**src/rtl/stage3_fetch_ctrl.sv**
```systemverilog
// ---------------------------------------------------------------------------
// stage3_fetch_ctrl
//
// Purpose:
//   Instruction-fetch controller for a 3-stage pipeline. It owns the fetch
//   PC (pc_f), issues single-word reads on the instruction bus, and fills
//   the IF/EX pipeline latch. Redirects (trap vector, rollback, branch)
//   are honored in the cycle they are raised. If a redirect arrives while a
//   bus read is still outstanding, the controller moves to DRAIN. In DRAIN
//   it waits for that read to finish, discards the word, and then jumps to
//   the pending target. A 1-entry skid buffer holds a word that completes
//   while the IF/EX latch is stalled.
//
// Ports:
//   CLK, nRST                    clock, asynchronous active-low reset
//   pc_en                        advance PC to pc_f+4 on completion
//   npc_sel / br_target          branch/jump redirect (lowest priority)
//   insert_priv_pc / priv_pc     trap-vector redirect (highest priority)
//   rollback / rollback_pc       refetch redirect (middle priority)
//   if_ex_stall, if_ex_flush     IF/EX latch hold / invalidate
//   iren, suppress_iren          fetch enable / fetch suppression
//   ibus_ren, ibus_addr          instruction bus request
//   ibus_busy, ibus_rdata        instruction bus response
//   i_mem_busy                   fetch-side busy indication to hazard unit
//   pc_f                         current fetch PC
//   inst_e, pc_e, valid_e,
//   mal_insn_e                   IF/EX latch contents
//   dbg_state                    FSM state (0 = RUN, 1 = DRAIN)
//
// Handshake: a bus read is outstanding while ibus_ren=1. The read completes
// in any cycle where ibus_ren=1 and ibus_busy=0, and ibus_rdata is valid in
// that cycle only. ibus_addr stays stable while ibus_busy=1.
// ---------------------------------------------------------------------------
module stage3_fetch_ctrl #(
   parameter logic [31:0] RESET_PC = 32'h8000_0000
) (
   input  logic        CLK,
   input  logic        nRST,
   input  logic        pc_en,
   input  logic        npc_sel,
   input  logic [31:0] br_target,
   input  logic        insert_priv_pc,
   input  logic [31:0] priv_pc,
   input  logic        rollback,
   input  logic [31:0] rollback_pc,
   input  logic        if_ex_stall,
   input  logic        if_ex_flush,
   input  logic        iren,
   input  logic        suppress_iren,
   output logic        ibus_ren,
   output logic [31:0] ibus_addr,
   input  logic        ibus_busy,
   input  logic [31:0] ibus_rdata,
   output logic        i_mem_busy,
   output logic [31:0] pc_f,
   output logic [31:0] inst_e,
   output logic [31:0] pc_e,
   output logic        valid_e,
   output logic        mal_insn_e,
   output logic        dbg_state
);

   localparam logic [31:0] NOP = 32'h0000_0013;

   typedef enum logic {
      ST_RUN   = 1'b0,
      ST_DRAIN = 1'b1
   } state_t;

   state_t      state_q, state_d;
   logic [31:0] pc_q, pc_d;
   logic [31:0] pending_pc_q, pending_pc_d;
   logic        skid_valid_q, skid_valid_d;
   logic [31:0] skid_data_q, skid_data_d;
   logic        valid_e_q, valid_e_d;
   logic        mal_e_q, mal_e_d;
   logic [31:0] inst_e_q, inst_e_d;
   logic [31:0] pc_e_q, pc_e_d;

   logic        redirect;
   logic [31:0] redirect_pc;
   logic        aligned;
   logic        in_run;
   logic        ren;
   logic        cap;
   logic        cap_mal;
   logic [31:0] cap_inst;

   assign redirect    = insert_priv_pc | rollback | npc_sel;
   assign redirect_pc = insert_priv_pc ? priv_pc :
                        rollback       ? rollback_pc : br_target;
   assign aligned     = (pc_q[1:0] == 2'b00);
   assign in_run      = (state_q == ST_RUN);

   // A buffered word stands in for a new request, so none is issued while
   // the skid buffer is occupied. DRAIN keeps the old read alive until the
   // bus lets it go. nRST gates the outputs so they read low during reset.
   assign ren = nRST & ((in_run & iren & ~suppress_iren & aligned & ~skid_valid_q)
                        | ~in_run);

   assign ibus_ren   = ren;
   assign ibus_addr  = {pc_q[31:2], 2'b00};
   assign i_mem_busy = nRST & ((ren & ibus_busy) | ~in_run | (iren & suppress_iren));
   assign pc_f       = pc_q;
   assign inst_e     = inst_e_q;
   assign pc_e       = pc_e_q;
   assign valid_e    = valid_e_q;
   assign mal_insn_e = mal_e_q;
   assign dbg_state  = state_q;

   // Next-state, PC and skid-buffer logic.
   always_comb begin
      state_d      = state_q;
      pc_d         = pc_q;
      pending_pc_d = pending_pc_q;
      skid_valid_d = skid_valid_q;
      skid_data_d  = skid_data_q;
      cap          = 1'b0;
      cap_mal      = 1'b0;
      cap_inst     = ibus_rdata;

      case (state_q)
         ST_RUN: begin
            if (redirect) begin
               skid_valid_d = 1'b0;
               if (ren && ibus_busy) begin
                  // The read in flight cannot be cancelled. Park the target
                  // and let the read finish on the old address.
                  state_d      = ST_DRAIN;
                  pending_pc_d = redirect_pc;
               end else begin
                  pc_d = redirect_pc;
               end
            end else if (skid_valid_q) begin
               if (!if_ex_stall) begin
                  skid_valid_d = 1'b0;
                  cap          = ~if_ex_flush;
                  cap_inst     = skid_data_q;
                  if (pc_en) pc_d = pc_q + 32'd4;
               end
            end else if (ren && !ibus_busy) begin
               // Completion of a fetch.
               if (if_ex_stall && !if_ex_flush) begin
                  skid_valid_d = 1'b1;
                  skid_data_d  = ibus_rdata;
               end else begin
                  cap = ~if_ex_flush;
                  if (pc_en) pc_d = pc_q + 32'd4;
               end
            end else if (!aligned && iren && !suppress_iren) begin
               // Misaligned PC: hand a flagged NOP downstream. The PC stays
               // put until a redirect moves it.
               cap      = ~if_ex_stall & ~if_ex_flush;
               cap_mal  = 1'b1;
               cap_inst = NOP;
            end
         end

         ST_DRAIN: begin
            if (redirect) pending_pc_d = redirect_pc;
            if (!ibus_busy) begin
               // The word completing here belongs to the abandoned path.
               state_d = ST_RUN;
               pc_d    = redirect ? redirect_pc : pending_pc_q;
            end
         end

         default: state_d = ST_RUN;
      endcase
   end

   // IF/EX latch next-state: flush wins, then capture, then stall/hold.
   always_comb begin
      valid_e_d = valid_e_q;
      mal_e_d   = mal_e_q;
      inst_e_d  = inst_e_q;
      pc_e_d    = pc_e_q;
      if (if_ex_flush) begin
         valid_e_d = 1'b0;
         mal_e_d   = 1'b0;
      end else if (cap) begin
         valid_e_d = 1'b1;
         mal_e_d   = cap_mal;
         inst_e_d  = cap_inst;
         pc_e_d    = pc_q;
      end else if (!if_ex_stall) begin
         valid_e_d = 1'b0;
      end
   end

   always_ff @(posedge CLK or negedge nRST) begin
      if (!nRST) begin
         state_q      <= ST_RUN;
         pc_q         <= RESET_PC;
         pending_pc_q <= 32'h0;
         skid_valid_q <= 1'b0;
         skid_data_q  <= 32'h0;
         valid_e_q    <= 1'b0;
         mal_e_q      <= 1'b0;
         inst_e_q     <= 32'h0;
         pc_e_q       <= 32'h0;
      end else begin
         state_q      <= state_d;
         pc_q         <= pc_d;
         pending_pc_q <= pending_pc_d;
         skid_valid_q <= skid_valid_d;
         skid_data_q  <= skid_data_d;
         valid_e_q    <= valid_e_d;
         mal_e_q      <= mal_e_d;
         inst_e_q     <= inst_e_d;
         pc_e_q       <= pc_e_d;
      end
   end

endmodule
```
**config.mk**
```make
export PLATFORM = sky130hd
export DESIGN_NAME = stage3_fetch_ctrl
export DESIGN_NICKNAME = d
export VERILOG_FILES = /design/src/rtl/stage3_fetch_ctrl.sv
export SDC_FILE = /design/constraint.sdc
export NUM_CORES = 1
export LEC_CHECK = 0
export CORE_MARGIN = 1.5
export CORE_UTILIZATION = 48
export CTS_CLUSTER_DIAMETER = 50
export DETAILED_ROUTE_END_ITERATION = 7
export PLACE_DENSITY = 0.82
export SYNTH_ARGS = -nofsm -noshare
export SYNTH_HDL_FRONTEND = slang
export SYNTH_SLANG_ARGS = --single-unit
```
**constraint.sdc**
```tcl
create_clock -name CLK -period 2.5 [get_ports CLK]
set_input_delay 0.375 -clock CLK [delete_from_list [all_inputs] [get_ports CLK]]
set_output_delay 0.375 -clock CLK [all_outputs]
set_load 0.05 [all_outputs]
```
Word-level counts from Yosys, hierarchy flattened. Index checks and enable logic that the tools add are counted.

Input bits: 139. Output and inout bits: 133. Word-level logic and storage cells: 100. Flip-flop bits (word level): 164.

Muxes and demuxes: 47. Add/subtract/negate cells: 1. Eq/ne operators: 8. Reduce and logical (&&, ||, !) cells: 15. Bitwise gates (word level): 20.

Operator list (count): 32-bit two-way mux (19); 32-bit case mux with 2 select lines (2); 32-bit by 3-bit adder with 32-bit output, second input constant (1); 1-bit two-way mux (25); 5-bit AND reduction (2); 1-bit bitwise AND (9); 4-bit inequality test, second input constant (2); 1-bit NOT (6); 1-bit logical AND (5); 1-bit OR (5); 1-bit zero test (4); 2-bit inequality test, second input constant (2); 4-bit by 3-bit inequality test with 1-bit output, second input constant (1); 2-bit AND reduction (2); 3-bit by 1-bit inequality test with 1-bit output, second input constant (1); 3-bit inequality test, second input constant (1); 2-bit zero test (1); 2-bit by 1-bit inequality test with 1-bit output, second input constant (1); 1-bit case mux with 2 select lines (1); 2-bit nonzero test (1).

Longest topological paths before layout. Gate-level depths: netlist (run 1).

Word-level depth: 14. Depth in mapped cells: 8. Mapped depth without buffers: 6.

Worst setup path after synthesis (run 1). OpenSTA, ideal clock, no wires.

Path kind: register -> output. From: reg state_q, in the netlist dbg_state. To: out i_mem_busy. Setup slack: -0.049 ns. Arrival: 2.174 ns. Stages on the path, launching flop included: 6. Buffers on the path: 3. Required time: 2.125 ns. Cell sequence: dfrtp_1 -> buf_6 -> clkbuf_1 -> buf_1 -> a21oi_1 -> nor2b_1.

Cells in the longest elaborated chain, start to end: 11.

Ends and longest elaborated chain: start: declaration (RTL line 70) `state_t state_q, state_d;`; start signal: assignment (RTL line 203) `state_q <= state_d;`; 1-bit NOT; 1-bit bitwise AND (4 in a row) (RTL line 98) `assign ren = nRST & ((in_run & iren & ~suppress_iren & aligned & ~skid_valid_q)`; 1-bit OR (RTL line 99) `| ~in_run);`; 1-bit bitwise AND (RTL line 98); 1-bit bitwise AND (RTL line 103) `assign i_mem_busy = nRST & ((ren & ibus_busy) | ~in_run | (iren & suppress_iren));`; 1-bit OR (*) (2 in a row) (RTL line 103); 1-bit bitwise AND (*) (RTL line 103); end: declaration (RTL line 54) `output logic i_mem_busy,`.

Every way passes the cells marked *; elsewhere a longest branch is shown, timed or not.

Worst setup path after layout (run 1).
From: reg pc_q[1], in the netlist pc_f[1]. To: out ibus_ren.

Cells in the longest elaborated chain, start to end: 5.

Ends and longest elaborated chain: start: declaration (RTL line 71) `logic [31:0] pc_q, pc_d;`; start signal: assignment (RTL line 204) `pc_q <= pc_d;`; 2-bit zero test (RTL line 92) `assign aligned = (pc_q[1:0] == 2'b00);`; 1-bit bitwise AND (2 in a row) (RTL line 98); 1-bit OR (RTL line 99); 1-bit bitwise AND (RTL line 98); end: declaration (RTL line 50) `output logic ibus_ren,`.

No other way between the ends.

==> results.md, run 1 <==
Run status:
- The flow ran to the end, and the final reports show no timing, DRC or antenna violations.

Global routing:
- The first global-routing pass estimated 43.1 mm of wire.
- The pin count of the biggest net entering global routing is 139.
- The global route total overflow is 0.
- The number of global-route vias before repair is slightly below 8,000.
- The total global routing track utilization is 0.282.
- The initial antenna violation count was 0.

STA:
- The final max-slew violation count is 0.
- The final clock skew is just over 0.008 ns.
- The number of failing setup endpoints in the final timing report is 0.
- Setup repair after global routing left no endpoint under its margin.
- In this run the tightest slew margin relative to its limit is 0.513.
- The slew at the pin with the worst max-slew slack is approximately 0.73 ns.
- The highest clock frequency the design can meet is 0.431 GHz.
- The final period utilization is 0.929.
- For the finished layout, the period the worst path requires is around 2.3 ns.
- The final-report hold violation count is 0.
- In the final timing run, aggregate negative setup slack is 0 ns.

Detailed routing:
- In this run, the number of DRC markers left after iteration 0 of detailed routing was between 700 and 800.
- In the routed layout, each cell is associated on average with a via count of approximately 5.9.
- In the final routed layout, each cell accounts on average for about 19 µm.
- The post-detailed-route count of antenna-violating nets is 0.
- The DRC violations left is 0.
- The routed wire length is between 20 and 30 mm.
- In the detailed route, the total length drawn on met2 is roughly 13 mm.
- The via count is slightly above 8,000.
- In the final routing, the length of wire on met1 measures 11.3 mm.
- The total iterations of the first detailed-routing run is 5.
- After detailed routing, no signal wire sits above met4.
- After detailed routing, the met3 layer carries roughly 1.8 mm of wire.

Critical path:
- The path type of the worst setup path is flip-flop to output pin.
- The required time at the endpoint of the critical path is ~2.1 ns.
- STA classifies the critical path startpoint as a flip-flop.
- In this run the worst path has a maximum fanout of 4.
- The worst setup slack for register-to-register paths is 0.23 ns.
- The endpoint kind of the worst setup timing path is an output pin.
- At the worst endpoint, the arrival time is 1.95 ns.

Pwr:
- VDD sags by at most 0.628 mV.
- Of the total power, combinational logic draws 0.342.
- The net switching share of the total power is 0.373.
- The power share of the clock group is 0.292.
- The leakage dissipation is roughly 5.5 nW.
- The internal portion of total power is around 6 mW.
- The switching power total is roughly 3.7 mW.
- The areal power density over the cells is a little under 800 nW/µm².
- Of the total power, registers draw 0.366.

Finish:
- The net count of the finished layout is 1,298.
- The number of antenna cells inserted is 0.
- The final cell area excluding filler cells is roughly 12,000 µm².
- The number of fillers in the final layout is roughly 1,300.
- The post-synthesis to final-layout area growth is 42.0%.
- The utilization after layout is 0.695.
- The area taken by flip-flops and latches is slightly above 4000 µm².
- In the final layout, the share of cells above drive strength 1 is 0.161.
- The multi-input combinational cells in the finished layout cover a total of between 4000 and 5000 µm².

Synth:
- In this run the cell area of the synthesized design comes to 8800 µm².
- In the synthesized netlist, the number of instances is 899.
- For this run, the number of Yosys warnings is 0.
- In the synthesized netlist the dominant register cell turns out to be sky130_fd_sc_hd__dfrtp_1.
- The share of the Yosys chip area taken by registers is 0.467.
- The number of flops mapped to enable cells by yosys is 0.
- The post-synthesis sequential element count is between 150 and 200.
- The distinct cell type count after synthesis is about 60.
- After synthesis, the share of flip-flops with an asynchronous set or reset is 1.00.
- The average instance in the mapped netlist occupies approximately 9.8 µm².

Floorplan:
- The die extent in x is between 100 and 150 µm.
- Pin placement for this block handled 272 I/O pins.
- The total core area is 18,000 µm².
- The initial utilization of the core area, before any placement, comes to 0.490.
- The initialized floorplan defines between 40 and 50 standard-cell rows.
- The die is between 100 and 150 µm tall.
- The full die area is ~19,000 µm².

Clock network:
- The H-tree was split into 4 levels.
- In this run the clock root is driven by a sky130_fd_sc_hd__clkbuf_16.
- TritonCTS created 17 clock buffers.
- The number of hold buffers added after CTS was 1.
- Clock latency on the worst-skew pair, taken at its later pin, is roughly 0.42 ns.
- The number of clock sinks seen by CTS is 164.
- The clock slew seen by the registers of the worst setup and hold paths is 0.07 ns.
- The number of buffers on the longest clock path is 2.
- Post-CTS repair changed the size of 0 cells.
- The post-CTS setup repair buffer count is 0.
- The CTS tree is yes.

Flow run:
- The tool flagged a number of max-cap violations equal to 0.

Place:
- After detailed placement, the total cell area comes to between 10,000 and 15,000 µm².
- At the end of routability-driven placement, the weighted congestion stood at about 0.9.
- The HPWL after detailed placement is 19.7 mm.
- Port buffering added about 270 buffers.

Hold path:
- The worst min-delay path category is input port to async pin.
[worst max-delay path, cell delays in order (launching register included)]
cell and delay, ns:
sky130_fd_sc_hd__dfrtp_1 0.40, sky130_fd_sc_hd__or2_1 0.27, sky130_fd_sc_hd__nor3_1 0.25, sky130_fd_sc_hd__o21ai_1 0.18, sky130_fd_sc_hd__buf_4 0.19, sky130_fd_sc_hd__inv_1 0.10, sky130_fd_sc_hd__buf_12 0.15
[routing by layer]
layer / GRT usage / vias up
met5: 0 / -
met4: 0.102 / 0
met3: 0.0454 / 54
met2: 0.473 / 413
met1: 0.371 / 3982
li1: - / 3762
[kinds of logic (layout without fill, tap and decap cells)]
kind of cell	Yosys count	after routing	share of synthesized area
fa+ha+maj	1	1	0.00142
buf+inv	109	380	0.0705
simple gates	317	317	0.166
other cells	1	2	0.000426
mux	58	58	0.0728
xor+xnor	4	4	0.00398
flops	164	164	0.467
compound gates	245	245	0.218
[flip-flops by register name (all words and copies together), names as in the netlist]
register,count
inst_e,32
pc_e,32
mal_insn_e,1
pc_f,32
valid_e,1
skid_valid_q,1
skid_data_q,32
dbg_state,1
pending_pc_q,32
[metrics by stage]
| step | setup WS (ns) | hold slack, ns | power [mW] | instances |
|---|---|---|---|---|
| after floorplan | 0.0490 | 0.0794 | 5.67 | 900 |
| after global placement | -0.102 | 0.169 | 6.88 | 1367 |
| after detailed placement | -0.179 | 0.171 | 6.95 | 1367 |
| after CTS | 0.184 | 0.339 | 9.82 | 1400 |
| after global routing | 0.0285 | 0.349 | 10.1 | 1400 |
| final | 0.177 | 0.352 | 9.79 | 1400 |
[synthesized netlist by cell type, types with 5 or more instances]
cell type / number / area share
sky130_fd_sc_hd__dfrtp_1: 163 / 0.46
sky130_fd_sc_hd__nand2_1: 142 / 0.061
sky130_fd_sc_hd__nor2_1: 79 / 0.034
sky130_fd_sc_hd__o21ai_0: 48 / 0.027
sky130_fd_sc_hd__mux2_2: 46 / 0.059
sky130_fd_sc_hd__buf_4: 39 / 0.033
sky130_fd_sc_hd__a21oi_1: 34 / 0.019
sky130_fd_sc_hd__clkbuf_1: 33 / 0.014
sky130_fd_sc_hd__a22o_1: 28 / 0.028
sky130_fd_sc_hd__a221oi_2: 27 / 0.046
sky130_fd_sc_hd__nor2b_1: 20 / 0.014
sky130_fd_sc_hd__a31oi_1: 19 / 0.014
sky130_fd_sc_hd__o31ai_1: 17 / 0.015
sky130_fd_sc_hd__buf_2: 16 / 0.0091
sky130_fd_sc_hd__nand3b_1: 14 / 0.012
sky130_fd_sc_hd__nand3_1: 13 / 0.0074
sky130_fd_sc_hd__mux2i_1: 10 / 0.011
sky130_fd_sc_hd__a221oi_1: 9 / 0.0090
sky130_fd_sc_hd__a22oi_1: 9 / 0.0077
sky130_fd_sc_hd__inv_1: 9 / 0.0038
sky130_fd_sc_hd__o211ai_1: 9 / 0.0077
sky130_fd_sc_hd__a211o_1: 7 / 0.0070
sky130_fd_sc_hd__nand4_1: 7 / 0.0050
sky130_fd_sc_hd__and3_1: 6 / 0.0043
sky130_fd_sc_hd__and4_1: 6 / 0.0060
sky130_fd_sc_hd__buf_1: 6 / 0.0026
sky130_fd_sc_hd__buf_6: 6 / 0.0077
sky130_fd_sc_hd__nor3_1: 6 / 0.0034
sky130_fd_sc_hd__a211oi_1: 5 / 0.0043
sky130_fd_sc_hd__nand2b_1: 5 / 0.0036
sky130_fd_sc_hd__nor4_1: 5 / 0.0036
sky130_fd_sc_hd__o22ai_1: 5 / 0.0036
[cell usage in the layout (no fill, tap or decap), types with 7 or more instances in the layout]
cell / synthesis / final
sky130_fd_sc_hd__a211o_1: 7 / 7
sky130_fd_sc_hd__buf_4: 39 / 62
sky130_fd_sc_hd__a22oi_1: 9 / 9
sky130_fd_sc_hd__nor2_1: 79 / 79
sky130_fd_sc_hd__a21oi_1: 34 / 34
sky130_fd_sc_hd__nand3b_1: 14 / 14
sky130_fd_sc_hd__mux2_2: 46 / 46
sky130_fd_sc_hd__nor2b_1: 20 / 18
sky130_fd_sc_hd__a31oi_1: 19 / 19
sky130_fd_sc_hd__o21ai_0: 48 / 48
sky130_fd_sc_hd__nand4_1: 7 / 7
sky130_fd_sc_hd__mux2i_1: 10 / 10
sky130_fd_sc_hd__clkbuf_16: 0 / 17
sky130_fd_sc_hd__o31ai_1: 17 / 17
sky130_fd_sc_hd__a221oi_1: 9 / 9
sky130_fd_sc_hd__a221oi_2: 27 / 27
sky130_fd_sc_hd__nand2_1: 142 / 142
sky130_fd_sc_hd__buf_12: 0 / 10
sky130_fd_sc_hd__inv_1: 9 / 9
sky130_fd_sc_hd__nand3_1: 13 / 13
sky130_fd_sc_hd__o211ai_1: 9 / 9
sky130_fd_sc_hd__a22o_1: 28 / 28
sky130_fd_sc_hd__dfrtp_1: 163 / 163
sky130_fd_sc_hd__clkdlybuf4s50_1: 0 / 265
[worst paths after layout]
path                                    to  cells after the start      start
setup / recovery                  ibus_ren                      6    pc_f[1]
hold / removal                skid_valid_q                      2       nRST
setup reg to reg                   pc_e[3]                      6  dbg_state
hold reg to reg                   pc_e[26]                      2   pc_e[26]
max in group asynchronous  skid_data_q[11]                      3       nRST
min in group CLK                  pc_e[26]                      2   pc_e[26]
[power groups by stage]
stage,clock [mW],combinational [mW],sequential (mW)
2_1_floorplan,0,1.17,4.50
3_3_place_gp,0,3.28,3.60
3_5_place_dp,0,3.33,3.62
4_1_cts,2.89,3.35,3.57
5_1_grt,3.00,3.50,3.65
6_report,2.86,3.35,3.58
[cell type report]
| class | count | area share |
|---|---|---|
| clock buffer | 17 | 0.0341 |
| tap | 229 | 0.0229 |
| inverter | 9 | 0.00270 |
| multi-input combinational | 627 | 0.327 |
| clock inverter | 15 | 0.0172 |
| sequential | 164 | 0.329 |
| timing repair buffer | 339 | 0.267 |
Power figures use the tool's default switching activity.
==> run 2: changes to the inputs <==
--- a/config.mk
+++ b/config.mk
@@ -10,6 +10,7 @@
 export CTS_CLUSTER_DIAMETER = 50
 export DETAILED_ROUTE_END_ITERATION = 7
 export PLACE_DENSITY = 0.82
+export REMOVE_ABC_BUFFERS = 1
 export SYNTH_ARGS = -nofsm -noshare
 export SYNTH_HDL_FRONTEND = slang
 export SYNTH_SLANG_ARGS = --single-unit
==> results.md, run 2 (synthesized netlist as in run 1, its figures left out) <==
Global routing:
- The pin count of the biggest net entering global routing is 134.
- The total global routing track utilization is 0.274.
- The initial antenna violation count is 0.
- The first-pass GRT wire length is around 42 mm.
- The number of global-route vias before repair came to just under 8,000.
- The total overflow left after global routing is 0.

Pwr:
- The leakage dissipation is between 5 and 6 nW.
- The maximum ir drop on the vdd rail is roughly 0.54 mV.
- For this design the ratio of total power to cell area is about 750 nW/µm².

Floorplan:
- The number of cell rows is 49.
- From bottom edge to top edge, the die measures roughly 140 µm.
- ~270 I/O pins were placed.
- For this configuration, the core starts out at a cell density of 0.490.
- Measured along the x axis, the die boundary spans about 140 µm.
- The floorplan step defined a core boundary enclosing 18,000 µm².
- The floorplan step defined a die boundary enclosing approximately 19,000 µm².

Detailed routing:
- Dividing the detail-routed via count by the number of cells gives roughly 5.8.
- The first routing iteration left roughly 660 violations.
- The post-detailed-route count of antenna-violating nets is 0.
- The total iterations of the first detailed-routing run is 5.
- The via count is just over 8,000.
- After detailed routing, the number of remaining DRC violations is 0.
- The routed wire length is 25.9 mm.
- The routed length per instance is about 19 µm.

Critical path:
- The worst setup path startpoint is pc_f[1].
- For the worst setup path, the data arrival time is about 2 ns.
- The depth of the most critical reg-to-reg path is 6.
- By startpoint and endpoint, the worst setup path is classified as flip-flop to output pin.
- The terminus of the critical flop-to-flop path is skid_data_q[12].
- The start of the worst register-to-register path is pc_f[1].
- STA classifies the critical path endpoint as an output pin.
- The worst setup path is launched from a flip-flop.
- The top fanout value on the critical path is 4.
- STA puts the critical path data required time at between 2 and 2.5 ns.
- Setup slack on the worst reg-to-reg path comes out at ~0.32 ns.

Finish:
- From synthesis to final layout, the design area changed by 40.6%.
- The top cell types in the final layout, fill and taps aside, are sky130_fd_sc_hd__clkdlybuf4s50_1 (263), sky130_fd_sc_hd__dfrtp_1 (163), sky130_fd_sc_hd__nand2_1 (142).
- The utilization after layout is 0.689.
- Of the cells placed in the final design, the portion with a size suffix greater than 1 is 0.155.
- In the final design database the tool counted approximately 1,300 nets.
- 0 antenna diodes ended up in the layout.
- The most common cell after layout, fill and taps aside is sky130_fd_sc_hd__clkdlybuf4s50_1.

STA:
- At the pin with the least slew margin, the transition time is 0.719 ns.
- The number of failing setup endpoints in the final timing report is 0.
- The final max-slew violation count is 0.
- Setup repair after global routing left no endpoint under its margin.
- Setup total negative slack on the finished layout was measured at 0 ns.
- The final-report hold violation count is 0.
- The remaining max-slew budget at the tightest pin is 0.521.
- The final clock skew is 0.0120 ns.
- The final period utilization is 0.928.
- For the finished layout, the period the worst path requires is around 2.3 ns.
- The highest clock frequency the design can meet is roughly 0.43 GHz.

Place:
- The routability congestion estimate from global placement is 0.862.
- The detailed placer's ending HPWL is between 15 and 20 mm.
- The count of buffers inserted at the top-level ports is ~270.

Clock network:
- The post-CTS setup repair buffer count is 0.
- The clock latency on the worst-skew pair is 0.43 ns.
- TritonCTS built the clock tree.
- Clock-pin slew was measured on the worst setup and hold paths at roughly 0.060 ns.
- The quantity of gates resized following cts is 0.
- The hold buffer count at CTS is 0.
- Clock tree synthesis selected as its root buffer the cell sky130_fd_sc_hd__clkbuf_16.
- The H-tree generated during clock tree synthesis spans 4 levels.
- The number of clock sinks seen by CTS is 164.
- The TritonCTS buffer count is 17.
- The number of buffers on the longest clock path is 2.

Run status:
- The flow ran to the end, and the final reports show no timing, DRC or antenna violations.

Hold path:
- In this run the worst hold path is classified as input port to async pin.

Flow run:
- The number of maximum-capacitance violations is 0.
run 2: cell count changes in the layout (fill, tap and decap cells not counted), moves of 3 or more:
cell and change:
sky130_fd_sc_hd__clkbuf_1 +3, sky130_fd_sc_hd__buf_4 -6, sky130_fd_sc_hd__bufinv_16 -3, sky130_fd_sc_hd__inv_6 -5
run 2: worst max-delay path: stages, from the launching register on:
cell and delay (ns):
sky130_fd_sc_hd__dfrtp_1 0.42, sky130_fd_sc_hd__or2_1 0.27, sky130_fd_sc_hd__nor3_1 0.24, sky130_fd_sc_hd__o21ai_1 0.17, sky130_fd_sc_hd__buf_4 0.18, sky130_fd_sc_hd__inv_1 0.09
sky130_fd_sc_hd__buf_12 0.15
run 2: layer usage:
| layer | wire length, µm | track usage |
|---|---|---|
| met4 | 522 | 0.0870 |
| met3 | 2220 | 0.0599 |
| met5 | 0 | 0 |
| met1 | 11000 | 0.363 |
| met2 | 12200 | 0.449 |
run 2: area by class of cell:
cell class / count / area, µm²
well taps: 229 / 287
clock buffers: 21 / 450
clock inverters: 9 / 83.8
inverters: 9 / 33.8
fillers: 1363 / 5590
repair buffers: 334 / 3310
flip-flops and latches: 164 / 4110
multi-input cells: 627 / 4100
run 2: report_power, final:
group / switching, mW / total, mW / internal (mW)
combinational: 2.09 / 3.37 / 1.29
sequential: 0.375 / 3.53 / 3.16
clock: 1.04 / 2.42 / 1.38
run 2: through the flow:
step	power, mW	cell area (µm²)	hold slack [ns]	setup WS [ns]	instances
2_1_floorplan	5.50	8220	0.0794	-1.17	800
3_3_place_gp	6.87	11800	0.453	-0.194	1363
3_5_place_dp	6.94	11800	0.460	-0.227	1363
4_1_cts	9.36	12400	0.0264	0.171	1393
5_1_grt	9.71	12400	0.0519	0.0432	1393
6_report	9.32	12400	0.0213	0.180	1393
run 2: worst max path at each step:
stage,endpoint,slack [ns],cells after the start
floorplan,mal_insn_e,-1.17,4
finish,ibus_ren,0.18,6
global route,ibus_ren,0.04,6
CTS,ibus_ren,0.17,6
detailed placement,inst_e[3],-0.23,7
global placement,inst_e[3],-0.19,7
==> run 3: changes to the inputs <==
--- a/config.mk
+++ b/config.mk
@@ -9,7 +9,7 @@
 export CORE_UTILIZATION = 48
 export CTS_CLUSTER_DIAMETER = 50
 export DETAILED_ROUTE_END_ITERATION = 7
-export PLACE_DENSITY = 0.82
+export PLACE_DENSITY = 0.85
 export REMOVE_ABC_BUFFERS = 1
 export SYNTH_ARGS = -nofsm -noshare
 export SYNTH_HDL_FRONTEND = slang
==> results.md, run 3 (synthesized netlist as in run 1, its figures left out) <==
Finish:
- Compared with the post-synthesis result, the final layout area differs by 42.3%.
- The utilization after layout is 0.697.
- The number of antenna diodes in the final layout is 0.
- The final cell area excluding filler cells is 12,500 µm².
- The net count of the finished layout is ~1,300.
- The top cell types in the final layout, fill and taps aside, are sky130_fd_sc_hd__clkdlybuf4s50_1 (263), sky130_fd_sc_hd__dfrtp_1 (163), sky130_fd_sc_hd__nand2_1 (142).
- Once layout is complete, the cells apart from fillers number roughly 1,400.
- Of the cells placed in the final design, the portion with a size suffix greater than 1 is 0.164.
- The library cell used most frequently in the layout, excluding fill and tap cells, is sky130_fd_sc_hd__clkdlybuf4s50_1.

Place:
- The number of cells after detailed placement is between 1,000 and 1,500.
- In this run the cell area measured after placement is 11,900 µm².
- The routability congestion estimate from global placement is between 0.8 and 0.9.
- The count of buffers inserted at the top-level ports is between 200 and 300.
- Detailed placement finished with a half-perimeter wire length of between 15 and 20 mm.

Floorplan:
- The initialized floorplan defines 49 standard-cell rows.
- The vertical extent of the die is about 140 µm.
- The full die area is ~19,000 µm².
- The initial core utilization is 0.490.
- The die extent in x is ~140 µm.
- The core region is about 18,000 µm².
- about 270 I/O pins were placed.

Critical path:
- At the worst endpoint, the required time is roughly 2.1 ns.
- The endpoint kind of the worst setup timing path is an output pin.
- In this run the worst path has a maximum fanout of 7.
- The arrival time at the worst endpoint is slightly below 2 ns.
- The startpoint identified for the worst register-to-register timing path is pc_f[10].
- The worst setup path is launched from a flip-flop.
- The path type of the worst setup path is flip-flop to output pin.
- Tracing the worst setup path back leads to its startpoint at skid_valid_q.

Flow run:
- Max-cap violations in this run came to 0.

STA:
- The final-report hold violation count is 0.
- The routed design could run at a clock period as short as between 2 and 2.5 ns.
- Dividing the final minimum period by the clock period gives 0.935.
- The final max-slew violation count is 0.
- Hold is met by about 0.34 ns.
- For the final database, setup skew stands at roughly 0.0083 ns.
- Adding up every negative setup slack in the final design gives 0 ns.
- The number of failing setup endpoints in the final timing report is 0.
- In this run the tightest slew margin relative to its limit is 0.435.
- The highest clock frequency the design can meet is approximately 0.43 GHz.
- For the pin with the worst max-slew slack, the measured transition is 0.847 ns.
- Setup repair after global routing left no endpoint under its margin.

Clock network:
- Clock-pin slew was measured on the worst setup and hold paths at about 0.060 ns.
- After clock tree synthesis, the setup repair step added 0 buffers.
- The CTS tree is yes.
- The clock latency on the worst-skew pair is 0.43 ns.
- The clock tree root buffer cell is sky130_fd_sc_hd__clkbuf_16.
- The clock passes through at most 2 buffers.
- CTS built an H-tree with a depth of 4.
- The number of clock sinks seen by CTS is 164.
- The TritonCTS buffer count is 17.

Pwr:
- Dividing total power by cell area gives a power density of just under 800 nW/µm².
- The worst-case IR drop observed on VDD is ~0.57 mV.
- The analysis attributes to cell leakage a power of approximately 5.5 nW.

Global routing:
- The initial antenna violation count is 1.
- The first global-routing pass estimated 43.1 mm of wire.
- Entering global routing, the biggest net connects between 150 and 200 pins.
- For this run the aggregate overflow at the end of global routing stands at 0.
- The number of global-route vias before repair was 8,071.
- The total global routing track utilization is 0.283.

Hold path:
- The path class of the tightest hold or removal check is input port to async pin.

Detailed routing:
- In the routed layout, each cell is associated on average with a via count of between 5 and 6.
- Dividing the detail-routed wire length by the instance count gives 19.2 µm.
- The DRC violations left is 0.
- The post-detailed-route count of antenna-violating nets is 0.
- The total iterations of the first detailed-routing run is 5.
- The routed design has 26.9 mm of wire.
- The via count is ~8,200.
- The starting DRC count in detailed routing is roughly 650.

Run status:
- The flow ran to the end, and the final reports show no timing, DRC or antenna violations.
==> run 3: cell count changes in the layout (fill, tap and decap cells not counted) <==
cell	change
sky130_fd_sc_hd__clkbuf_1	-2
sky130_fd_sc_hd__clkinv_2	-2
sky130_fd_sc_hd__buf_4	+6
sky130_fd_sc_hd__clkbuf_8	+2
sky130_fd_sc_hd__dlygate4sd3_1	+1
sky130_fd_sc_hd__nor2_1	-1
sky130_fd_sc_hd__nor2_2	+1
sky130_fd_sc_hd__bufinv_16	+2
sky130_fd_sc_hd__clkinv_4	+2
==> run 3: final timing paths <==
| kind | depth (start not counted) | slack, ns | to |
|---|---|---|---|
| worst max-delay path | 5 | 0.16 | i_mem_busy |
| worst min-delay path | 2 | 0.34 | pc_f[0] |
| worst max register to register | 5 | 0.26 | pc_f[19] |
| worst min register to register | 2 | 0.47 | pc_e[13] |
| max in group asynchronous | 3 | 1.10 | pending_pc_q[3] |
| min in group CLK | 2 | 0.47 | pc_e[13] |
==> run 3: area by class of cell <==
| cell class | count | area, µm² |
|---|---|---|
| multi-input combinational | 627 | 4100 |
| fill | 1355 | 5440 |
| clock buffer | 21 | 470 |
| tap | 229 | 287 |
| inverter | 9 | 33.8 |
| sequential | 164 | 4110 |
| timing repair buffer | 341 | 3370 |
| clock inverter | 11 | 151 |
==> run 3: metrics by stage <==
step                      worst slack, ns  power [mW]
after floorplan                     -1.17        5.50
after global placement             -0.134        6.86
after detailed placement           -0.161        6.95
after CTS                          0.0387        9.69
after global routing               0.0923        10.0
final                               0.163        9.66
==> run 3: metal layers <==
| metal | GRT usage | share of wire | vias to the layer above |
|---|---|---|---|
| li1 | - | - | 3760 |
| met1 | 0.365 | 0.40 | 4013 |
| met2 | 0.474 | 0.50 | 413 |
| met3 | 0.0575 | 0.078 | 53 |
| met4 | 0.100 | 0.021 | 2 |
| met5 | 0 | 0.00048 | - |
==> run 3: worst max-delay path, stage by stage (launching register included) <==
cell,delay (ns)
sky130_fd_sc_hd__dfrtp_1,0.45
sky130_fd_sc_hd__nor3_2,0.34
sky130_fd_sc_hd__a21o_1,0.17
sky130_fd_sc_hd__a21oi_1,0.06
sky130_fd_sc_hd__nor2b_1,0.33
sky130_fd_sc_hd__buf_12,0.19
==> run 3: power breakdown <==
part | switching (mW) | internal (mW) | leakage (nW)
clock network | 1.09 | 1.65 | 0.291
logic | 2.08 | 1.29 | 3.06
registers | 0.392 | 3.16 | 2.12
total | 3.56 | 6.10 | 5.48
==> run 3: timing repair <==
action / CTS / global route
endpoints found under the hold margin: 7 / 0
endpoints found under the setup margin: 0 / 3
hold buffers: 1 / 0
resized for setup: 0 / 2
